`config.mk`:
```
export PLATFORM = sky130hd
export DESIGN_NAME = fase_noite
export DESIGN_NICKNAME = d
export VERILOG_FILES = /design/src/rtl/fase_noite.sv
export SDC_FILE = /design/constraint.sdc
export NUM_CORES = 1
export LEC_CHECK = 0
export ABC_CLOCK_PERIOD_IN_PS = 3300
export CORE_MARGIN = 1.5
export CORE_UTILIZATION = 39
export CTS_BUF_LIST = sky130_fd_sc_hd__clkbuf_2
export DETAILED_ROUTE_END_ITERATION = 6
export HOLD_SLACK_MARGIN = 0.05
export PLACE_DENSITY = 0.69
export SKIP_LAST_GASP = 1
export SYNTH_ARGS = -nofsm -noshare
export SYNTH_HDL_FRONTEND = slang
export SYNTH_SLANG_ARGS = --single-unit
export TNS_END_PERCENT = 1
```
`constraint.sdc`:
```
create_clock -name clock -period 3.3 [get_ports clock]
set_input_delay 0.825 -clock clock [delete_from_list [all_inputs] [get_ports clock]]
set_output_delay 0.825 -clock clock [all_outputs]
set_load 0.1 [all_outputs]
```
`src/rtl/fase_noite.sv`:
```
// fase_noite: PoliLobinho night phase: polls living players, resolves wolf kill vs. doctor, reveals seer class,
// keeps the alive mask and declares the winner.
module fase_noite (
  input  logic       clock,
  input  logic       reset,
  input  logic       iniciar,
  input  logic       confirma,
  input  logic [2:0] alvo,
  input  logic [9:0] jogo_atual,
  output logic       pronto,
  output logic       aguardando,
  output logic [2:0] jogador_atual,
  output logic       erro,
  output logic [4:0] vivos,
  output logic       morte_valida,
  output logic [2:0] morto,
  output logic       revela_valida,
  output logic [1:0] revela_classe,
  output logic       fim_noite,
  output logic [1:0] vencedor,
  output logic [3:0] db_estado
);
  typedef enum logic [2:0] {
    OCIOSO   = 3'd0,
    BUSCA    = 3'd1,
    ESPERA   = 3'd2,
    RESOLVE  = 3'd3,
    VERIFICA = 3'd4,
    FIM_JOGO = 3'd5
  } estado_t;
  estado_t estado, prox;
  logic [2:0] idx, lobo_alvo, medico_alvo, n_lobos, n_vila;
  logic lobo_valido, medico_valido, alvo_ok, matar;
  logic [15:0] classes;
  logic [7:0] vivos_ext;
  logic [1:0] classe_atual, classe_alvo, veredito;
  // zero-extended views let 3-bit indices reach 5..7 safely (they read as dead / aldeao)
  assign classes = {6'd0, jogo_atual};
  assign vivos_ext = {3'd0, vivos};
  assign classe_atual = classes[{idx, 1'b0} +: 2];
  assign classe_alvo = classes[{alvo, 1'b0} +: 2];
  assign alvo_ok = (alvo <= 3'd4) && vivos_ext[alvo];
  assign matar = lobo_valido && !(medico_valido && medico_alvo == lobo_alvo);
  assign veredito = n_lobos == 3'd0 ? 2'b01 : n_lobos >= n_vila ? 2'b10 : 2'b00;
  assign pronto = estado == OCIOSO;
  assign aguardando = estado == ESPERA;
  assign jogador_atual = idx;
  assign db_estado = {1'b0, estado};
  always_comb begin
    n_lobos = 3'd0;
    n_vila = 3'd0;
    for (int i = 0; i < 5; i++) begin
      n_lobos = n_lobos + {2'd0, vivos[i] & (jogo_atual[2*i+:2] == 2'b01)};
      n_vila = n_vila + {2'd0, vivos[i] & (jogo_atual[2*i+:2] != 2'b01)};
    end
  end
  always_ff @(posedge clock) estado <= reset ? OCIOSO : prox;
  always_comb begin
    prox = estado;
    case (estado)
      OCIOSO:   prox = iniciar ? BUSCA : OCIOSO;
      BUSCA:    prox = idx == 3'd5 ? RESOLVE : vivos_ext[idx] ? ESPERA : BUSCA;
      ESPERA:   prox = confirma && alvo_ok ? BUSCA : ESPERA;
      RESOLVE:  prox = VERIFICA;
      VERIFICA: prox = veredito != 2'b00 ? FIM_JOGO : OCIOSO;
      default:  prox = estado;
    endcase
  end
  always_ff @(posedge clock) begin
    if (reset) begin
      idx <= 3'd0;
      lobo_alvo <= 3'd0;
      lobo_valido <= 1'b0;
      medico_alvo <= 3'd0;
      medico_valido <= 1'b0;
      erro <= 1'b0;
      vivos <= 5'b11111;
      morte_valida <= 1'b0;
      morto <= 3'd0;
      revela_valida <= 1'b0;
      revela_classe <= 2'b00;
      fim_noite <= 1'b0;
      vencedor <= 2'b00;
    end else begin
      erro <= estado == ESPERA && confirma && !alvo_ok;
      fim_noite <= estado == VERIFICA;
      case (estado)
        OCIOSO: if (iniciar) begin
          idx <= 3'd0;
          lobo_valido <= 1'b0;
          medico_valido <= 1'b0;
          revela_valida <= 1'b0;
        end
        BUSCA: if (idx != 3'd5 && !vivos_ext[idx]) idx <= idx + 3'd1;
        ESPERA: if (confirma && alvo_ok) begin
          idx <= idx + 3'd1;
          if (classe_atual == 2'b01) begin
            lobo_alvo <= alvo;
            lobo_valido <= 1'b1;
          end
          if (classe_atual == 2'b10) begin
            medico_alvo <= alvo;
            medico_valido <= 1'b1;
          end
          if (classe_atual == 2'b11) begin
            revela_classe <= classe_alvo;
            revela_valida <= 1'b1;
          end
        end
        RESOLVE: begin
          morte_valida <= matar;
          if (matar) begin
            vivos <= vivos & ~(5'b00001 << lobo_alvo);
            morto <= lobo_alvo;
          end
        end
        VERIFICA: vencedor <= veredito;
        default: ;
      endcase
    end
  end
endmodule

```
==> results of run 1 <==
[power groups by stage]
stage	registers (mW)	clock network (mW)	logic [mW]
final	0.438	0.186	0.568
after floorplan	0.536	0	0.350
after global placement	0.447	0	0.564
after detailed placement	0.447	0	0.567
after global routing	0.445	0.205	0.619
after CTS	0.439	0.191	0.571
[Yosys cell counts (5+ instances only)]
library cell  instances
nand2_1              21
inv_1                21
nand3_1               7
mux2i_1               6
nor3b_1               5
clkbuf_1              8
a21oi_1               7
ha_1                  7
nor3_1                9
dfxtp_1              30
o21ai_0              11
nor2_1               13
[layout make-up]
cell class                      count  area, µm²  area share [%]
Multi-Input combinational cell    164       1270            51.3
Sequential cell                    30        601            24.3
Timing Repair Buffer               49        400            16.2
Tap cell                           67       83.8            3.40
Inverter                           21       78.8            3.19
Clock buffer                        6       30.0            1.22
Clock inverter                      2       8.76           0.355
[registers in the layout, indices dropped and copies added, names as in the netlist]
register       cells
vivos              5
estado             3
jogador_atual      3
lobo_alvo          3
medico_alvo        3
morto              3
revela_classe      2
vencedor           2
erro               1
fim_noite          1
lobo_valido        1
medico_valido      1
morte_valida       1
revela_valida      1
[per-stage QoR]
stage               cells  total power, mW
finish                339             1.19
global route          339             1.27
CTS                   339             1.20
detailed placement    331             1.01
global placement      331             1.01
floorplan             228            0.886
[kinds of logic after synthesis]
logic type	share of synthesized area [%]
AOI/OAI and AO/OA	19.1
xor gates and xnor gates	1.32
adders and majority gates	8.43
buffers and inverters	7.61
DFF	30.2
muxes	9.44
other	0.189
and+or+nand+nor	23.7
[worst max-delay path by stage]
stage | start | end | slack (ns) | depth (start not counted)
after floorplan | vivos[0] | estado[0] | -0.11 | 10
after global placement | jogo_atual[1] | estado[0] | -0.47 | 11
after detailed placement | jogo_atual[2] | estado[2] | -0.55 | 12
after CTS | jogo_atual[0] | estado[0] | 0.16 | 12
after global routing | jogo_atual[0] | estado[2] | 0.003 | 12
final | jogo_atual[0] | estado[0] | 0.15 | 12
[repair_timing]
action                     4_1_cts  5_1_grt
pin swaps                        3        1
hold buffers                     0        0
setup endpoints to repair        3        1
gates resized for setup         16        1
setup buffers                    0        0
[tightest hold or removal path, stage by stage, from the launching register on]
cell and delay, ns:
dfxtp_1 0.35, nand2_1 0.05, a21oi_1 0.05
[layer usage]
| metal | global-route usage, % | up-vias | share of wire, % |
|---|---|---|---|
| met5 | 0 | - | 0 |
| met4 | 5.66 | 0 | 0.92 |
| met3 | 5.01 | 4 | 7.2 |
| met2 | 28.4 | 63 | 42 |
| met1 | 30.0 | 844 | 50 |
| li1 | - | 918 | - |
==> metrics.md, run 1 <==
| Metric | Value |
|---|---|
| IO Port Bufs | 40 |
| CP max FO | 3 |
| Worst r2r src | vivos[0] |
| H-tree levels | 2 |
| Worst path arrival time | 3.44 ns |
| Yosys warns | 0 |
| WL final | 4.98 mm |
| Fmax | 317 MHz |
| Delay-heaviest family, CP | adder cells |
| Die W | 74.4 µm |
| Worst Hold Path EP | vencedor[1] |
| # fillers | 488 |
| Num ports | 42 |
| Drt wl/cell | 14.7 µm |
| Pwr per Cell Area | 483 nW/µm² |
| Starting Density | 41.3% |
| Synthesis-stage register bit count | 30 |
| Setup TNS Final | 0 ns |
| Peak supply drop | 0.000533 V |
| Cell area after placement | 2420 µm² |
| Utilization after layout | 51.2% |
| Commonest non-fill, non-tap cell in the layout | buf_4 |
| Via count | 1829 |
| Pre-antenna DRT Iters | 4 |
| Slew @ Worst Pin | 0.587 ns |
| Nets | 299 |
| Vias per cell | 5.40 |
| Post-route setup slack | 0.149 ns |
| Buf+Inv Stages, Crit Path | 4 |
| All-layer global routing usage | 20.0% |
| Flop pwr share | 36.7% |
| Setup WS pre-CTS | -0.546 ns |
| Max_cap viols | 0 |
| WS Path Type | in -> reg |
| NetSw | 0.568 mW |
| Comb power frac | 47.7% |
| Min-delay src | vencedor[1] |
| GPL Wtd Cong | 0.795 |
| Slew margin rel. | 60.5% |
| Final Hold Viols | 0 |
| Post-synth ARST share | 0% |
| Dominant cells by area after synthesis | dfxtp_1, mux4_2, ha_1 |
| Root Buffer | clkbuf_2 |
| Sequential share of the synthesized area | 30.2% |
| Clock buffer depth | 2 |
| Pin count of the biggest net entering global routing | 16 |
| ANT nets after route | 0 |
| Final Critical Period | 3.15 ns |
| DRC viols | 0 |
| Detailed placement HPWL | 3.76 mm |
| Vias in the first global route | 1663 |
| Row Count | 25 |
| Clock Pin Slew Worst Setup and Hold Paths | 0.16 ns |
| Post-Syn Nets | 256 |
| RR Endpoint | estado[0] |
| Core area | 4820 µm² |
| Outcome | finished, final reports clean |
| Synth cell types | 61 |
| Hold Path Depth | 2 |
| Sw frac | 47.6% |
| Critical Path RT | 3.59 ns |
| Area Overhead vs Synth | 24.2% |
| Initial antenna violation count | 0 |
| Post-synthesis area per instance | 8.72 µm² |
| Most frequent cells in the layout | buf_4, dfxtp_1, nand2_1 |
| Cell Chain, Critical Path | dlygate4sd2_1, inv_2, nor3b_2, fa_1, inv_1, fa_1, inv_1, ha_1, or3b_2, o211ai_1, o21ai_0, a311oi_1 |
| Total CTS buffers | 5 |
| Hold_ws | 0.480 ns |
| Clk network pwr share | 15.6% |
| Initial DRC Count | 145 |
| Post-route clock skew | 0.0167 ns |
| Netlist Area Pre-Place | 1990 µm² |
| Crit. End Element | register |
| Register-to-Register Path Depth | 10 |
| Int Power | 0.624 mW |
| Syn Inst Count | 228 |
| CTS sink cnt | 30 |
| Post-synth top flop | dfxtp_1 |
| R2R Setup Slk | 0.39 ns |
| Slowest cell on the critical path | fa_1 |
| Leakage | 0.996 nW |
| TritonCTS clock tree | yes |
| Height of the die | 74.4 µm |
| Setup Viol. Count Final | 0 |
| Clk_lat worst skew | 0.37 ns |
| Layout cells sized above 1 | 25.4% |
| Final Cycle Share | 95.5% |
| Design Area, Final | 2470 µm² |
| CP peak stage delay | 0.53 ns |
| Number of flops mapped to enable cells by yosys | 0 |
| Final Max Slew Viols | 0 |
| HP Class | reg -> reg |
| Top-area cell type share of the netlist area | 30.2% |
| RSZ-0062 raised after global routing | false |
| Yosys top cell by area | dfxtp_1 |
| Global route total overflow | 0 |
| Antenna Diode Count | 0 |
| Startpoint Class | input port |
| Global-route wire length before repair | 8.36 mm |
| Die Area | 5540 µm² |
(Power assumes the default switching activity.)
==> run 2: changes to the inputs <==
--- a/config.mk
+++ b/config.mk
@@ -6,7 +6,7 @@
 export NUM_CORES = 1
 export LEC_CHECK = 0
 export ABC_CLOCK_PERIOD_IN_PS = 3300
-export CORE_MARGIN = 1.5
+export CORE_MARGIN = 4
 export CORE_UTILIZATION = 39
 export CTS_BUF_LIST = sky130_fd_sc_hd__clkbuf_2
 export DETAILED_ROUTE_END_ITERATION = 6
==> metrics.md, run 2 (synthesized netlist as in run 1, its figures left out) <==
| Metric | Value |
|---|---|
| Outcome | finished, final reports clean |
| ANT nets after route | 0 (unchanged) |
| Detailed placement HPWL | 3.89 mm (+3.6%) |
| WL final | 5.13 mm (+2.9%) |
| Initial DRC Count | 100 (-31%) |
| Final Cycle Share | 94.1% (-1.4 points) |
| Global-route wire length before repair | 8.76 mm (+4.8%) |
| Hold Path Depth | 2 (unchanged) |
| CP peak stage delay | 0.54 ns (about the same) |
| Area Overhead vs Synth | 24.2% (about the same) |
| Die W | 79.4 µm (+6.7%) |
| Vias per cell | 5.47 (+1.3%) |
| Drt wl/cell | 15.1 µm (+2.9%) |
| Flop pwr share | 36.6% (about the same) |
| Clock buffer depth | 2 (unchanged) |
| RR Endpoint | estado[2] |
| All-layer global routing usage | 17.6% (-2.4 points) |
| Clk_lat worst skew | 0.38 ns (about the same) |
| NetSw | 0.574 mW (+1.1%) |
| H-tree levels | 2 (unchanged) |
| Total CTS buffers | 5 (unchanged) |
| Leakage | 0.993 nW (-0.37%) |
| IO Port Bufs | 40 (unchanged) |
| Setup Viol. Count Final | 0 (unchanged) |
| Comb power frac | 47.8% (about the same) |
| Register-to-Register Path Depth | 11 (+1) |
| Pre-antenna DRT Iters | 4 (unchanged) |
| Root Buffer | clkbuf_2 |
| Sw frac | 47.9% (+0.30 points) |
| Max FFs per register | 5 (unchanged) |
| Post-CTS setup buffer count | 0 (unchanged) |
| CTS sink cnt | 30 (unchanged) |
| Cell Chain, Critical Path | dlygate4sd2_1, inv_2, nor3b_2, fa_1, inv_1, fa_1, inv_1, ha_1, ha_1, a21oi_1, o211ai_1, o21ai_0, a211oi_1 |
| Pin count of the biggest net entering global routing | 16 (unchanged) |
| DRC viols | 0 (unchanged) |
| Layout cells sized above 1 | 24.6% (-0.74 points) |
| Cell area after placement | 2420 µm² (unchanged) |
| R2R Setup Slk | 0.42 ns (+0.03 ns) |
| Final Max Slew Viols | 0 (unchanged) |
| Max_cap viols | 0 (unchanged) |
| Starting Density | 41.3% (unchanged) |
| Clock Pin Slew Worst Setup and Hold Paths | 0.17 ns (about the same) |
| Nets | 299 (unchanged) |
| Die Area | 6300 µm² (+14%) |
| Vias in the first global route | 1788 (+7.5%) |
| Initial antenna violation count | 0 (unchanged) |
| Utilization after layout | 51.3% (about the same) |
| Final Critical Period | 3.11 ns (-0.0452 ns) |
| Slew margin rel. | 60.5% (about the same) |
| HP Class | reg -> reg |
| Post-route clock skew | 0.0206 ns (+0.00393 ns) |
| GPL Wtd Cong | 0.821 (+3.4%) |
| Startpoint Class | input port |
| Via count | 1853 (+1.3%) |
| Min-delay src | vencedor[1] |
| Commonest non-fill, non-tap cell in the layout | buf_4 |
| Power Total | 1.20 mW (+0.47%) |
| Num ports | 42 (unchanged) |
| Final Hold Viols | 0 (unchanged) |
| Critical Path RT | 3.59 ns (about the same) |
| Most frequent cells in the layout | buf_4, dfxtp_1, nand2_1 |
| Fmax | 322 MHz (+1.5%) |
| WS Path Type | in -> reg |
| Most flops, register | vivos |
| CP max FO | 3 (unchanged) |
| Clk network pwr share | 15.6% (about the same) |
| Antenna Diode Count | 0 (unchanged) |
| Worst r2r src | vivos[0] |
| Slew @ Worst Pin | 0.587 ns (-0.000136 ns) |
| Design Area, Final | 2470 µm² (about the same) |
| RSZ-0062 raised after global routing | false |
| Worst Hold Path EP | vencedor[1] |
| Row Count | 25 (unchanged) |
| Height of the die | 79.4 µm (+6.7%) |
| Core area | 4820 µm² (unchanged) |
| Worst path arrival time | 3.39 ns (-0.05 ns) |
| Pwr per Cell Area | 485 nW/µm² (+0.42%) |
| Slowest cell on the critical path | fa_1 |
| Peak supply drop | 0.000492 V (-7.7%) |
| Global route total overflow | 0 (unchanged) |
| TritonCTS clock tree | yes |
| Crit. End Element | register |
| Int Power | 0.623 mW (about the same) |
## run 2: final cells by class
type                       instances  area [µm²]
clock buffer                       5        25.0
clock inverter                     3        16.3
fill                             493        2350
inverter                          21        78.8
multi-input combinational        164        1260
sequential                        30         601
tap                               67        83.8
timing repair buffer              49         400
## run 2: how the worst max path moves through the flow
stage                  start   endpoint  slack (ns)  cells after the start
4_1_cts        jogo_atual[0]  estado[0]        0.12                     12
3_5_place_dp   jogo_atual[1]  estado[0]       -0.54                     11
5_1_grt        jogo_atual[0]  estado[2]       0.006                     13
3_3_place_gp   jogo_atual[6]  estado[0]       -0.45                     12
6_report       jogo_atual[0]  estado[2]        0.19                     13
2_1_floorplan       vivos[0]  estado[0]       -0.11                     10
## run 2: through the flow
| step | TNS, ns | hold slack, ns | std cells | setup WS (ns) |
|---|---|---|---|---|
| 4_1_cts | 0 | 0.471 | 339 | 0.116 |
| 2_1_floorplan | -0.198 | 0.442 | 228 | -0.105 |
| 5_1_grt | 0 | 0.493 | 339 | 0.00608 |
| 6_report | 0 | 0.467 | 339 | 0.195 |
| 3_3_place_gp | -1.62 | 0.444 | 331 | -0.453 |
| 3_5_place_dp | -1.87 | 0.449 | 331 | -0.545 |
## run 2: power groups by stage
stage / clock network, mW / registers, mW / logic [mW]
global route: 0.208 / 0.449 / 0.623
detailed placement: 0 / 0.447 / 0.567
global placement: 0 / 0.446 / 0.565
floorplan: 0 / 0.536 / 0.350
finish: 0.187 / 0.438 / 0.572
CTS: 0.193 / 0.439 / 0.570
## run 2: critical path: cells and delay by family
family	cells	cell delay, ns
AO/OA/AOI/OAI	4	0.59
adder cells (fa/ha/maj)	4	1.47
buffers and inverters	4	0.45
AND/OR/NAND/NOR	1	0.05
## run 2: repair_timing
action / CTS / global route
setup endpoints to repair: 3 / 2
gates resized for setup: 13 / 3
pin swaps: 2 / 3
hold buffers: 0 / 0
## run 2: routing by layer
metal / GRT usage (%) / share of wire (%) / up-vias
li1: - / - / 911
met1: 24.7 / 49 / 873
met2: 26.0 / 42 / 58
met3: 5.30 / 7.4 / 11
met4: 5.33 / 1.8 / 0
met5: 0 / 0 / -
